File: config.mk
export PLATFORM = sky130hd
export DESIGN_NAME = apb_rr_master
export DESIGN_NICKNAME = d
export VERILOG_FILES = /design/src/rtl/apb_rr_master.sv
export SDC_FILE = /design/constraint.sdc
export NUM_CORES = 1
export LEC_CHECK = 0
export CORE_MARGIN = 4
export CORE_UTILIZATION = 37
export CTS_CLUSTER_DIAMETER = 200
export DETAILED_ROUTE_END_ITERATION = 8
export PLACE_DENSITY = 0.81
export SLEW_MARGIN = 40
export SYNTH_ARGS = -nofsm -noshare
export SYNTH_HDL_FRONTEND = slang
export SYNTH_SLANG_ARGS = --single-unit
File: constraint.sdc
create_clock -name clk -period 2.63 [get_ports clk]
set_input_delay 0.789 -clock clk [delete_from_list [all_inputs] [get_ports clk]]
set_output_delay 0.789 -clock clk [all_outputs]
set_load 0.02 [all_outputs]
File: src/rtl/apb_rr_master.sv
// Round-robin APB master: arbitrates N_REQ local requesters onto one APB completer,
// with a wait-state watchdog that aborts transfers stuck with pready low.
module apb_rr_master #(
  parameter int N_REQ   = 4,
  parameter int ADDR_BW = 8,
  parameter int DATA_BW = 8,
  parameter int TIMEOUT = 16
) (
  input  logic                       clk,
  input  logic                       rst_n,
  input  logic [N_REQ-1:0]           req,
  input  logic [N_REQ-1:0]           req_write,
  input  logic [N_REQ*ADDR_BW-1:0]   req_addr,
  input  logic [N_REQ*DATA_BW-1:0]   req_wdata,
  output logic [N_REQ-1:0]           done,
  output logic                       err,
  output logic [DATA_BW-1:0]         rdata,
  output logic                       psel,
  output logic                       penable,
  output logic                       pwrite,
  output logic [ADDR_BW-1:0]         paddr,
  output logic [DATA_BW-1:0]         pwdata,
  input  logic [DATA_BW-1:0]         prdata,
  input  logic                       pready
);

  localparam int IDX_W = (N_REQ > 1) ? $clog2(N_REQ) : 1;
  localparam int CNT_W = $clog2(TIMEOUT);

  typedef enum logic [1:0] {IDLE, SETUP, ACCESS} state_t;

  state_t           state, state_nx;
  logic [IDX_W-1:0] owner, last_owner, winner;
  logic [CNT_W-1:0] wait_cnt;
  logic             grant, fin, abort;

  // Search begins just after the last owner, so the finishing owner is always lowest priority.
  function automatic logic [IDX_W-1:0] rr_pick(input logic [N_REQ-1:0] r,
                                               input logic [IDX_W-1:0] last);
    logic [IDX_W-1:0] pick;
    logic [IDX_W-1:0] k;
    logic             found;
    int               idx;
    pick  = last;
    found = 1'b0;
    for (int i = 1; i <= N_REQ; i++) begin
      idx = (int'(last) + i) % N_REQ;
      k   = IDX_W'(idx);
      if (!found && r[k]) begin
        pick  = k;
        found = 1'b1;
      end
    end
    return pick;
  endfunction

  always_comb winner = rr_pick(req, last_owner);

  always_comb begin
    state_nx = state;
    grant    = 1'b0;
    fin      = 1'b0;
    abort    = 1'b0;
    case (state)
      IDLE: begin
        if (|req) begin
          grant    = 1'b1;
          state_nx = SETUP;
        end
      end
      SETUP: state_nx = ACCESS;
      ACCESS: begin
        if (pready) begin
          fin = 1'b1;
        end else if (wait_cnt == CNT_W'(TIMEOUT - 1)) begin
          fin   = 1'b1;
          abort = 1'b1;
        end
        if (fin) begin
          if (|req) begin
            grant    = 1'b1;
            state_nx = SETUP;
          end else begin
            state_nx = IDLE;
          end
        end
      end
      default: state_nx = IDLE;
    endcase
  end

  always_comb begin
    done = '0;
    if (fin) done[owner] = 1'b1;
    err   = abort;
    rdata = (fin && !abort) ? prdata : '0;
  end

  always_ff @(posedge clk or negedge rst_n) begin
    if (!rst_n) state <= IDLE;
    else        state <= state_nx;
  end

  // APB outputs are registered from the next-state decode and latched winner fields.
  always_ff @(posedge clk or negedge rst_n) begin
    if (!rst_n) begin
      psel       <= 1'b0;
      penable    <= 1'b0;
      pwrite     <= 1'b0;
      paddr      <= '0;
      pwdata     <= '0;
      owner      <= '0;
      last_owner <= IDX_W'(N_REQ - 1);
      wait_cnt   <= '0;
    end else begin
      psel    <= (state_nx != IDLE);
      penable <= (state_nx == ACCESS);
      if (grant) begin
        owner      <= winner;
        last_owner <= winner;
        pwrite     <= req_write[winner];
        paddr      <= req_addr[int'(winner)*ADDR_BW +: ADDR_BW];
        pwdata     <= req_wdata[int'(winner)*DATA_BW +: DATA_BW];
      end
      if (state == SETUP)
        wait_cnt <= '0;
      else if (state == ACCESS && !fin)
        wait_cnt <= wait_cnt + 1'b1;
    end
  end

endmodule
==> impl_metrics.yaml, run 1 <==
cts:
  clock_latency_of_the_later_clocked_register_in_the_worst_skew_pair_ns: 0.28
  cts-root-buf: "clkbuf_8"
  cts_made_buffers: 5
  cts_buffer_depth: 2
  clock_tree.htree_level_count: 2
  tritoncts: "built"
  post_cts_resized: 29
  path_clk_slew_ns: 0.06
  numClockSinks: 29
  cts_setup_buffers: 0
  holdBufCountCts: 0
final_layout:
  drive_above_1_share_pct: 14.8
  num_antenna_cells: 0
  finalNetCount: 393
  register_area_um2: 728
  utilization_pct: 69.4
  fill_cells: 397
  syn_to_final_growth_pct: 80.5
  multiInputGateArea_mm2: 0.00104
  post-route-cell-area_mm2: 0.00328
setup_path:
  critPathKind: "input port to output port"
  critPathMaxStageDelay_ns: 0.27
  timing.critical_path.to_type: "output port"
  worstSetupStartpointType: "input port"
  cp_max_fo: 3
  worstPathCellList: "dlygate4sd2_1 > a31oi_4 > nor2b_1 > and3_1 > clkdlybuf4s15_2"
  critPathTopFamily: "buffers and inverters"
  timing.critical_path.buf_inv: 2
  timing.critical_path.arrival_ns: 1.76
  required_ns: 1.84
  cpMaxStageDelayCell: "dlygate4sd2_1"
sta:
  max_slew_margin_pct: 75.3
  setup_violations: 0
  hold_viol_final: 0
  worst_clock_skew_ns: 0.00421
  period_minus_slack_ns: 2.55
  achievable-frequency_ghz: 0.392
  grt_setup_unrepaired: "false"
  fin_crit_sh_pct: 97.1
  timing_worst_slew_pin_value_ns: 0.370
  final_number_of_max_transition_violations: 0
  timing.setup.tns_ns: 0
  worst_hold_slack_ns: 0.487
  setup_slack_ns: 0.0770
place:
  pre_cts_ws_ns: -0.569
  globalplace.congestion: 0.811
  hpwlAfterDp_mm: 4.66
  placed_cell_area_mm2: 0.00319
  number_of_buffers_inserted_by_port_buffering: 114
detailed_routing:
  final_antenna_net_count: 0
  routed_length_per_placed_instance_um: 15.6
  post_drt_via_cell_ratio: 5.05
  drc_errors: 0
  route.vias.total: 1905
  firstDrtPassIters: 4
  drt_iter0_drc: 42
  drt_wl_total_mm: 5.87
floorplan:
  io_pins: 115
  die_h_um: 78.1
  die_x_um: 78.1
  core-area_mm2: 0.00472
  initial_core_util_pct: 38.4
  die-area_mm2: 0.00609
  core.rowCount: 25
yosys:
  synth_cells: 182
  synth_sequential_area_ratio_pct: 40.1
  synth_area_leaders: "dfrtp_1, mux2i_1, o221ai_2, nand2_1, o221ai_1"
  post_synth_instance_area_mm2: 0.00182
  number_of_enable_type_register_cells_in_the_synthesized_netlist: 0
  yosysTopAreaCell: "dfrtp_1"
  yosys_most_used_dff: "dfrtp_1"
  synth.top_cell.area_share_pct: 37.2
  synth.avg_cell_area_um2: 9.98
  synth_common_cells: "mux2i_1, nand2_1, dfrtp_1"
  synthesis.yosys.warnings: 0
  synth-async-reset-ratio_pct: 100
  synth.ff_latch_count: 29
  yosysUniqueCellTypes: 32
  mappedNetlistNets: 266
  synth_most_common_cell: "mux2i_1"
global_routing:
  grt_max_degree: 30
  global_route.usage.total_pct: 19.2
  via_count_of_the_first_global_routing_pass: 1954
  globalRoute.totalOverflow: 0
  antenna_violations_before_repair: 0
  global_route_wire_length_before_repair_mm: 9.43
power:
  irDropWorstVdd_uv: 551
  switching_share_pct: 40.4
  power_density_mw_per_mm2: 974
  cellInternalPower_mw: 1.90
  seq_power_share_pct: 25.1
  switching_power_mw: 1.29
  share_clk_of_total_power_pct: 12.8
  power.share.combinational_pct: 62.1
  power_leakage_nw: 1.49
worst_hold_path:
  min_path_type: "register to register"
run_status:
  status: "finished, final reports clean"
job:
  maxCapViolCount: 0
-- worst paths after layout --
check / startpoint / to / slack [ns] / cells past startpoint
setup / recovery: pready / done[3] / 0.08 / 5
hold / removal: pwdata[4] / pwdata[4] / 0.49 / 2
setup reg to reg: wait_cnt[1] / pwdata[0] / 0.33 / 7
hold reg to reg: pwdata[4] / pwdata[4] / 0.49 / 2
max in group asynchronous: rst_n / last_owner[1] / 1.42 / 2
min in group asynchronous: rst_n / pwdata[3] / 0.89 / 2
-- registers in the layout, indices dropped and copies added (netlist names) --
name        count
wait_cnt        4
penable         1
paddr           8
psel            1
last_owner      2
pwdata          8
state           2
pwrite          1
owner           2
-- cells by family (layout without fill, tap and decap cells) --
family	after synthesis	after routing	synth area share [%]
AO/OA/AOI/OAI	35	35	18.4
adder cells (fa/ha/maj)	1	1	0.689
buffers and inverters	17	145	4.20
flip-flops	29	29	40.1
multiplexers	35	35	19.3
AND/OR/NAND/NOR	65	65	17.3
-- worst reg2reg max path, stage by stage, from the launching register on --
cell and delay (ns):
dfrtp_1 0.39, ha_1 0.23, a31oi_4 0.11, buf_4 0.18, a221o_1 0.37, or4_1 0.55
buf_4 0.22, o221ai_1 0.17
-- through the flow --
stage          total power, mW  std cells
5_1_grt                   3.42        377
6_report                  3.19        377
4_1_cts                   3.23        377
3_5_place_dp              2.83        369
2_1_floorplan             1.95        182
3_3_place_gp              2.78        369
-- power groups by stage --
stage,Combinational [mW],Clock (mW),Sequential [mW]
global placement,1.98,0,0.796
floorplan,0.993,0,0.958
detailed placement,2.02,0,0.808
global route,2.15,0.440,0.829
CTS,2.01,0.418,0.802
finish,1.98,0.408,0.801
-- layer usage --
layer	part of all wire [%]	routed length, µm	GRT usage [%]	up-vias
li1	-	-	-	924
met1	41	2400	22.9	899
met2	49	2910	32.4	66
met3	6.9	406	6.65	16
met4	2.7	161	6.47	0
met5	0	0	0	-
-- layout by cell type, fill, tap and decap left out, types with 2 or more instances in the layout --
cell type,synthesis,final
nor3_1,3,3
dlygate4sd2_1,0,8
nand2_1,29,29
clkdlybuf4s15_2,0,3
nor2_1,7,7
clkbuf_8,0,7
a22o_1,2,2
buf_4,0,17
o221ai_2,8,8
a31oi_4,1,2
nand2b_1,5,5
nand3_1,4,4
nor2b_1,3,3
clkdlybuf4s50_1,0,100
buf_2,4,2
and3_1,10,10
o21ai_0,4,4
inv_1,3,3
buf_12,0,3
dfrtp_1,27,27
o21a_1,2,2
mux2i_1,35,35
a21oi_1,4,4
dfstp_2,2,2
o221ai_1,9,9
-- layout make-up --
cell class                 count  share of cell area [%]
sequential                    29                    22.2
multi-input combinational    136                    31.7
timing repair buffer         134                    40.1
clock buffer                   7                    2.94
clock inverter                 1                   0.153
tap                           67                    2.56
inverter                       3                   0.344
(Power assumes the default switching activity.)
==> run 2, diff against run 1 <==
--- a/config.mk
+++ b/config.mk
@@ -10,7 +10,7 @@
 export CTS_CLUSTER_DIAMETER = 200
 export DETAILED_ROUTE_END_ITERATION = 8
 export PLACE_DENSITY = 0.81
-export SLEW_MARGIN = 40
+export SLEW_MARGIN = 20
 export SYNTH_ARGS = -nofsm -noshare
 export SYNTH_HDL_FRONTEND = slang
 export SYNTH_SLANG_ARGS = --single-unit
==> results of run 2 <==
Final layout, timing and power as in run 1 (identical DEF).
==> run 3, diff against run 2 <==
--- a/config.mk
+++ b/config.mk
@@ -10,6 +10,7 @@
 export CTS_CLUSTER_DIAMETER = 200
 export DETAILED_ROUTE_END_ITERATION = 8
 export PLACE_DENSITY = 0.81
+export SKIP_LAST_GASP = 1
 export SLEW_MARGIN = 20
 export SYNTH_ARGS = -nofsm -noshare
 export SYNTH_HDL_FRONTEND = slang
==> constraint.sdc (replaced) <==
create_clock -name clk -period 2.63 [get_ports clk]
set_input_delay 0.789 -clock clk [delete_from_list [all_inputs] [get_ports clk]]
set_output_delay 0.789 -clock clk [all_outputs]
set_load 0.005 [all_outputs]
==> run 3 against run 2 <==
Cell area shrank 1.3%. Wire length is 4.1% lower. Die area did not move. Combinational power fell by 13%. Worst setup slack better by 0.081 ns. Utilization down 0.90 points. Clock power shrank 16%. Critical endpoint unchanged. Highest routed layer unchanged. Total power fell by 9.7%. Critical path depth unchanged. Flip-flop and latch count did not move. Largest cell class unchanged. Sequential share of layout area up 0.29 points. Largest power group unchanged.
==> impl_metrics.yaml, run 3 (synthesis gave the netlist of run 1 again) <==
power:
  power_density_mw_per_mm2: 891
  irDropWorstVdd_uv: 606
  fin_total_pwr_mw: 2.88
  power_leakage_nw: 1.48
cts:
  numClockSinks: 29
  cts_buffer_depth: 2
  clock_latency_of_the_later_clocked_register_in_the_worst_skew_pair_ns: 0.27
  holdBufCountCts: 0
  cts-root-buf: "clkbuf_8"
  clock_tree.htree_level_count: 2
  path_clk_slew_ns: 0.06
  tritoncts: "built"
  cts_made_buffers: 5
final_layout:
  most_common_library_cell_in_the_layout_ignoring_fill_and_taps: "clkdlybuf4s50_1"
  reg.largest.list: "paddr x8, pwdata x8, wait_cnt x4"
  post-route-cell-area_mm2: 0.00323
  drive_above_1_share_pct: 12.7
  num_antenna_cells: 0
  utilization_pct: 68.5
  finalNetCount: 391
  layout.cells.most_common_list: "clkdlybuf4s50_1, mux2i_1, nand2_1"
  stdcell_count: 375
  syn_to_final_growth_pct: 78.2
setup_path:
  cp_max_fo: 3
  timing.critical_path.to_type: "output port"
  timing.critical_path.arrival_ns: 1.68
  reg2reg_from: "wait_cnt[0]"
  required_ns: 1.84
  rr_endpoint: "pwdata[5]"
  worst-r2r-setup-slack_ns: 0.32
  worstSetupStartpointType: "input port"
  number_of_cells_on_the_worst_reg_to_reg_path: 7
  critPathKind: "input port to output port"
run_status:
  status: "finished, final reports clean"
sta:
  setup_violations: 0
  worst_clock_skew_ns: 0.00644
  grt_setup_unrepaired: "false"
  final_number_of_max_transition_violations: 0
  timing.setup.tns_ns: 0
  achievable-frequency_ghz: 0.404
  period_minus_slack_ns: 2.47
  timing_worst_slew_pin_value_ns: 0.369
  worst_hold_slack_ns: 0.483
  setup_slack_ns: 0.158
  max_slew_margin_pct: 75.4
  fin_crit_sh_pct: 94.0
  hold_viol_final: 0
worst_hold_path:
  min_path_type: "register to register"
  worst_hold_path.num_cells: 2
  worst_hold_startpoint: "paddr[6]"
  timing.hold.worst_endpoint: "paddr[6]"
place:
  hpwlAfterDp_mm: 4.44
  placed_cell_area_mm2: 0.00316
  number_of_buffers_inserted_by_port_buffering: 114
  post-place-cells: 367
  pre_cts_ws_ns: -0.456
  globalplace.congestion: 0.862
floorplan:
  io_pins: 115
  core-area_mm2: 0.00472
  die-area_mm2: 0.00609
  die_x_um: 78.1
  die_h_um: 78.1
  initial_core_util_pct: 38.4
  core.rowCount: 25
detailed_routing:
  drc_errors: 0
  drt_wl_total_mm: 5.63
  drt_iter0_drc: 65
  route.vias.total: 1848
  final_antenna_net_count: 0
  firstDrtPassIters: 4
  routed_length_per_placed_instance_um: 15.0
  post_drt_via_cell_ratio: 4.93
global_routing:
  globalRoute.totalOverflow: 0
  antenna_violations_before_repair: 0
  global_route.usage.total_pct: 18.3
  via_count_of_the_first_global_routing_pass: 1883
  grt_max_degree: 30
  global_route_wire_length_before_repair_mm: 9.11
job:
  maxCapViolCount: 0
-- run 3: how the worst max path moves through the flow --
| stage | startpoint | endpoint | depth (start not counted) |
|---|---|---|---|
| floorplan | pready | owner[0] | 7 |
| CTS | pready | done[2] | 5 |
| global placement | pready | done[2] | 5 |
| finish | pready | done[3] | 5 |
| detailed placement | pready | done[2] | 5 |
| global route | pready | done[2] | 5 |
-- run 3: worst max-delay path: stages --
cell	delay, ns
clkdlybuf4s15_2	0.22
a31oi_4	0.18
nor2b_2	0.07
and3_1	0.17
dlygate4sd2_1	0.26
-- run 3: cell type report --
type | count | area (µm²)
Clock buffer | 8 | 80.1
Fill cell | 378 | 1490
Inverter | 3 | 11.3
Multi-Input combinational cell | 136 | 1040
Sequential cell | 29 | 728
Tap cell | 67 | 83.8
Timing Repair Buffer | 132 | 1290
-- run 3: repair_timing --
item                                    4_1_cts  5_1_grt
gates resized for setup                      18        0
endpoints found under the setup margin       28        0
endpoints found under the hold margin         0        0
buffers inserted                              0        0
-- run 3: routing by layer --
layer  vias to the layer above  part of all wire (%)  GRT usage (%)
met5                         -                     0              0
met4                         0                   1.8           5.07
met3                         8                   7.8           5.62
met2                        62                    49           30.9
met1                       858                    41           22.6
li1                        920                     -              -
-- run 3: report_power, final --
group          switching [mW]  internal (mW)
Combinational           0.780          0.953
Clock                   0.154          0.188
Sequential              0.135          0.672
